`src/rtl/mem_req_arbiter_pkg.sv`:
```
// Shared constants for the instruction/data memory-port arbiter.
package mem_req_arbiter_pkg;

  localparam logic OWNER_INST = 1'b0;
  localparam logic OWNER_DATA = 1'b1;

  // Wide enough for an outstanding count of 0..4.
  localparam int CNT_W = 3;

  // Packed width of {wr, size, wstrb, addr, wdata}.
  function automatic int req_bus_len(input int addr_w, input int data_w);
    return 1 + 2 + 4 + addr_w + data_w;
  endfunction

endpackage

```
`src/rtl/mem_req_arbiter_owner_fifo.sv`:
```
// In-order record of which requester owns each accepted memory transaction.
module owner_fifo
  import mem_req_arbiter_pkg::*;
#(
  parameter int DEPTH = 2
) (
  input  logic             clk,
  input  logic             reset,
  input  logic             push,
  input  logic             push_owner,
  input  logic             pop,
  output logic             empty,
  output logic             full,
  output logic             head,
  output logic [CNT_W-1:0] count
);

  localparam int PTR_W = (DEPTH > 1) ? $clog2(DEPTH) : 1;

  logic [DEPTH-1:0] slots;
  logic [PTR_W-1:0] rd_ptr;
  logic [PTR_W-1:0] wr_ptr;
  logic             do_push;
  logic             do_pop;

  function automatic logic [PTR_W-1:0] wrap_inc(input logic [PTR_W-1:0] p);
    return (p == PTR_W'(DEPTH - 1)) ? '0 : p + PTR_W'(1);
  endfunction

  assign empty   = (count == '0);
  assign full    = (count == CNT_W'(DEPTH));
  assign head    = slots[rd_ptr];
  assign do_push = push & ~full;
  assign do_pop  = pop & ~empty;

  always_ff @(posedge clk) begin
    if (reset) begin
      slots  <= '0;
      rd_ptr <= '0;
      wr_ptr <= '0;
      count  <= '0;
    end else begin
      if (do_push) begin
        slots[wr_ptr] <= push_owner;
        wr_ptr        <= wrap_inc(wr_ptr);
      end
      if (do_pop) begin
        rd_ptr <= wrap_inc(rd_ptr);
      end
      count <= count + CNT_W'(do_push) - CNT_W'(do_pop);
    end
  end

endmodule

```
`src/rtl/mem_req_arbiter.sv`:
```
// Shares one sram-like memory port between the instruction and data requesters,
// holding the choice while the slave stalls and routing responses by owner.
module mem_req_arbiter
  import mem_req_arbiter_pkg::*;
#(
  parameter int MAX_OUTSTANDING = 2,
  parameter int ADDR_W          = 32,
  parameter int DATA_W          = 32
) (
  input  logic              clk,
  input  logic              reset,

  input  logic              inst_req,
  input  logic              inst_wr,
  input  logic [1:0]        inst_size,
  input  logic [3:0]        inst_wstrb,
  input  logic [ADDR_W-1:0] inst_addr,
  input  logic [DATA_W-1:0] inst_wdata,
  output logic              inst_addr_ok,
  output logic              inst_data_ok,
  output logic [DATA_W-1:0] inst_rdata,

  input  logic              data_req,
  input  logic              data_wr,
  input  logic [1:0]        data_size,
  input  logic [3:0]        data_wstrb,
  input  logic [ADDR_W-1:0] data_addr,
  input  logic [DATA_W-1:0] data_wdata,
  output logic              data_addr_ok,
  output logic              data_data_ok,
  output logic [DATA_W-1:0] data_rdata,

  output logic              mem_req,
  output logic              mem_wr,
  output logic [1:0]        mem_size,
  output logic [3:0]        mem_wstrb,
  output logic [ADDR_W-1:0] mem_addr,
  output logic [DATA_W-1:0] mem_wdata,
  input  logic              mem_addr_ok,
  input  logic              mem_data_ok,
  input  logic [DATA_W-1:0] mem_rdata,

  output logic [2:0]        outstanding
);

  localparam int BUS_W = req_bus_len(ADDR_W, DATA_W);

  logic             lock_valid;
  logic             lock_owner;
  logic             grant;
  logic             grant_req;
  logic             accept;
  logic             fifo_empty;
  logic             fifo_full;
  logic             fifo_head;
  logic             resp_valid;
  logic [BUS_W-1:0] inst_bus;
  logic [BUS_W-1:0] data_bus;

  // Data wins a fresh arbitration: it belongs to the older instruction.
  assign grant     = lock_valid ? lock_owner : (data_req ? OWNER_DATA : OWNER_INST);
  assign grant_req = (grant == OWNER_DATA) ? data_req : inst_req;

  // Full blocks issue regardless of a same-cycle data_ok, so no data_ok->req path.
  assign mem_req = grant_req & ~fifo_full & ~reset;
  assign accept  = mem_req & mem_addr_ok;

  assign inst_bus = {inst_wr, inst_size, inst_wstrb, inst_addr, inst_wdata};
  assign data_bus = {data_wr, data_size, data_wstrb, data_addr, data_wdata};
  assign {mem_wr, mem_size, mem_wstrb, mem_addr, mem_wdata} =
         (grant == OWNER_DATA) ? data_bus : inst_bus;

  assign inst_addr_ok = accept & (grant == OWNER_INST);
  assign data_addr_ok = accept & (grant == OWNER_DATA);

  assign resp_valid   = mem_data_ok & ~fifo_empty & ~reset;
  assign inst_data_ok = resp_valid & (fifo_head == OWNER_INST);
  assign data_data_ok = resp_valid & (fifo_head == OWNER_DATA);
  assign inst_rdata   = mem_rdata;
  assign data_rdata   = mem_rdata;

  // A stalled request pins the grant; dropping req or an accept releases it.
  always_ff @(posedge clk) begin
    if (reset) begin
      lock_valid <= 1'b0;
      lock_owner <= OWNER_INST;
    end else begin
      lock_valid <= mem_req & ~mem_addr_ok;
      lock_owner <= grant;
    end
  end

  owner_fifo #(
    .DEPTH (MAX_OUTSTANDING)
  ) u_owner_fifo (
    .clk        (clk),
    .reset      (reset),
    .push       (accept),
    .push_owner (grant),
    .pop        (resp_valid),
    .empty      (fifo_empty),
    .full       (fifo_full),
    .head       (fifo_head),
    .count      (outstanding)
  );

endmodule

```
`config.mk`:
```
export PLATFORM = sky130hd
export DESIGN_NAME = mem_req_arbiter
export DESIGN_NICKNAME = d
export VERILOG_FILES = /design/src/rtl/mem_req_arbiter_pkg.sv /design/src/rtl/mem_req_arbiter_owner_fifo.sv /design/src/rtl/mem_req_arbiter.sv
export SDC_FILE = /design/constraint.sdc
export NUM_CORES = 1
export LEC_CHECK = 0
export ABC_AREA = 1
export BUFFER_PORTS_ARGS = -buffer_cell sky130_fd_sc_hd__clkbuf_2
export CAP_MARGIN = 10
export CORE_AREA = 2 2 125 127
export CTS_CLUSTER_SIZE = 30
export DETAILED_ROUTE_END_ITERATION = 16
export DIE_AREA = 0 0 127 129
export HOLD_SLACK_MARGIN = 0.02
export PLACE_DENSITY = 0.52
export SYNTH_ARGS = -nofsm -noshare
export SYNTH_HDL_FRONTEND = slang
export SYNTH_HIERARCHICAL = 1
export SYNTH_SLANG_ARGS = --single-unit
```
`constraint.sdc`:
```
create_clock -name clk -period 2.6 [get_ports clk]
set_input_delay 0.39 -clock clk [delete_from_list [all_inputs] [get_ports clk]]
set_output_delay 0.39 -clock clk [all_outputs]
set_load 0.01 [all_outputs]
```
==> flow_summary.ini <==
[floorplan]
die_y_um = 129
io_pins = 323
initial_core_util = 0.133
fp.dieW_um = 127
dieArea_um2 = 16400
core-area_um2 = 15000
rows = 45

[power]
powerDensity_nw_per_um2 = 358
peakVddDrop_mv = 0.285
leakage_nw = 1.91

[finish]
final-seq-area_um2 = 180
multi_input_area_um2 = 1070
area_delta_synth_final_pct = 41.6
nets = 713
fillers = 1751
final_cell_mix = nand2_1, clkbuf_2, inv_1, nor2_1, dfxtp_1
layout-drive-gt1-share = 0.463
antenna_cells = 0

[timing]
drv_slew = 0
layout_min_cycle_time_ns = 2.33
slew_headroom = 0.703
hold_viol_final = 0
rsz0062_at_grt = false
timing_worst_slew_pin_value_ns = 0.445
setup_tns_ns = 0
setup_ws_ns = 0.265
fin_crit_sh = 0.898
finalClockSkew_ns = 0.00128
fmax_ghz = 0.428
setup_viol = 0

[drt]
totalWireLength_um = 7070
wl_per_cell_um = 9.86
vias_per_cell = 3.56
firstDrtPassIters = 4
drt_iter0_drc = 61
drc = 0
final_antenna_net_count = 0
vias = 2552

[worst_setup_path]
cp.required_ns = 2.77
crit_type = flip-flop to flip-flop
critPathCaptureType = flip-flop
worstPathMaxFanout = 6
slowest_delay_ns = 0.38
cp_cell_sequence = nor2_2 -> nand2_2 -> inv_1 -> nor2_1 -> nand3_1 -> inv_1 -> nand2_2 -> ha_1 -> inv_1 -> ha_1 -> fa_1 -> inv_1 -> o21ai_1 -> a21oi_1
timing.critical_path.mode_cell = inv_1
start_kind = flip-flop
crit_path_top_delay_cell = dfxtp_1
arrival_ns = 2.50

[cts]
clk_pin_slew_ns = 0.04
htreeDepth = 1
cts_root_buf = clkbuf_16
cts.sinks = 9
cts_tree = yes
cts_setup_buffers = 0
clockBufferDepth = 2
clk_latency_ns = 0.23
numCtsBuffers = 3
post_cts_resized = 0
cts_hold_buf = 0

[global_route]
antenna_found_initial = 0
grt_usage = 0.0773
overflow = 0
grt.busiest_layer = met2
grt_pass1_wl_um = 10500
grt_pass1_vias = 2266
grtUsageMet1 = 0.0855
grt_max_degree = 46
use_met3 = 0.0374
met2_usage = 0.138

[synthesis]
yosysUniqueCellTypes = 20
seq_area_frac_synth = 0.0907
synth_cells = 374
syn-num-nets = 557
netlist_area_um2 = 1990
synth_top_area_frac = 0.427
ys_ff_latch = 9
synth_top_cell_by_area = nand2_1
syn_avg_cell_area_um2 = 5.31
yosysWarningCount = 6
synthTopCellsByArea = nand2_1, buf_4, dfxtp_1

[placement]
numPortBuffers = 226
dp_hpwl_um = 6190
gp_congestion = 0.776
dp_slack_ns = 0.279

[hold_path]
hold_class = input pin to flip-flop

[status]
outcome = finished clean

[job]
maxCapViolations = 0
[synth_stat cells (all sizes together)]
library cell	n
nand3	5
fa	1
o21ai	3
nand4	2
nor2	15
a21oi	2
buf	79
nand2	231
inv	24
nor3	1
dfxtp	9
ha	2
[worst paths after layout]
check	from	end	slack [ns]	cells past startpoint
setup / recovery	u_owner_fifo/count[2]$_SDFF_PP0_	u_owner_fifo/count[2]$_SDFF_PP0_	0.27	14
hold / removal	mem_addr_ok	lock_valid$_SDFF_PP0_	0.36	2
setup reg to reg	u_owner_fifo/count[2]$_SDFF_PP0_	u_owner_fifo/count[2]$_SDFF_PP0_	0.27	14
hold reg to reg	u_owner_fifo/wr_ptr$_SDFFE_PP0P_	u_owner_fifo/wr_ptr$_SDFFE_PP0P_	0.49	2
[logic make-up after synthesis]
kind of cell | count (synthesis) | synth area share
AOI/OAI and AO/OA | 5 | 0.0145
adders and majority gates | 3 | 0.0227
buffers and inverters | 103 | 0.372
DFF | 9 | 0.0907
and+or+nand+nor | 254 | 0.500
[final cells by class]
class                           instances  share of cell area
Timing Repair Buffer                  230               0.413
Multi-Input combinational cell        262               0.379
Tap cell                              188              0.0836
Sequential cell                         9              0.0641
Inverter                               24              0.0320
Clock buffer                            4              0.0280
[per-stage QoR]
| step | total power, W | cells | hold slack [ns] | area, um^2 | utilization |
|---|---|---|---|---|---|
| after global routing | 0.00110 | 717 | 0.369 | 2810 | 0.188 |
| after CTS | 0.00102 | 717 | 0.357 | 2810 | 0.188 |
| after global placement | 0.000747 | 713 | 0.498 | 2730 | 0.183 |
| after floorplan | 0.000598 | 374 | 0.452 | 1990 | - |
| after detailed placement | 0.000745 | 713 | 0.489 | 2730 | 0.183 |
| final | 0.00101 | 717 | 0.359 | 2810 | 0.188 |
[registers in the layout, summed over array words and instances (netlist names)]
register and cells:
u_owner_fifo/count 3, u_owner_fifo/slots 2, lock_owner 1, lock_valid 1, u_owner_fifo/rd_ptr 1, u_owner_fifo/wr_ptr 1
[routing by layer]
| metal | share of wire | wire (um) | up-vias |
|---|---|---|---|
| met2 | 0.45 | 3210 | 186 |
| met4 | 0.0059 | 42 | 0 |
| met3 | 0.15 | 1050 | 7 |
| met1 | 0.39 | 2760 | 1011 |
| li1 | - | - | 1348 |
| met5 | 0 | 0 | - |
[power breakdown]
part,leakage (nW),internal [W],switching (W)
clock,0.0382,0.000205,0.0000670
sequential,0.0735,0.000152,0.0000117
combinational,1.80,0.000245,0.000326
[worst max-delay path: cells and delay by family (launching register included)]
kind            cells  cell delay (ns)
buf+inv             4             0.34
simple gates        5             0.55
flops               1             0.38
fa+ha+maj           3             0.83
compound gates      2             0.17
(Power assumes the default switching activity.)
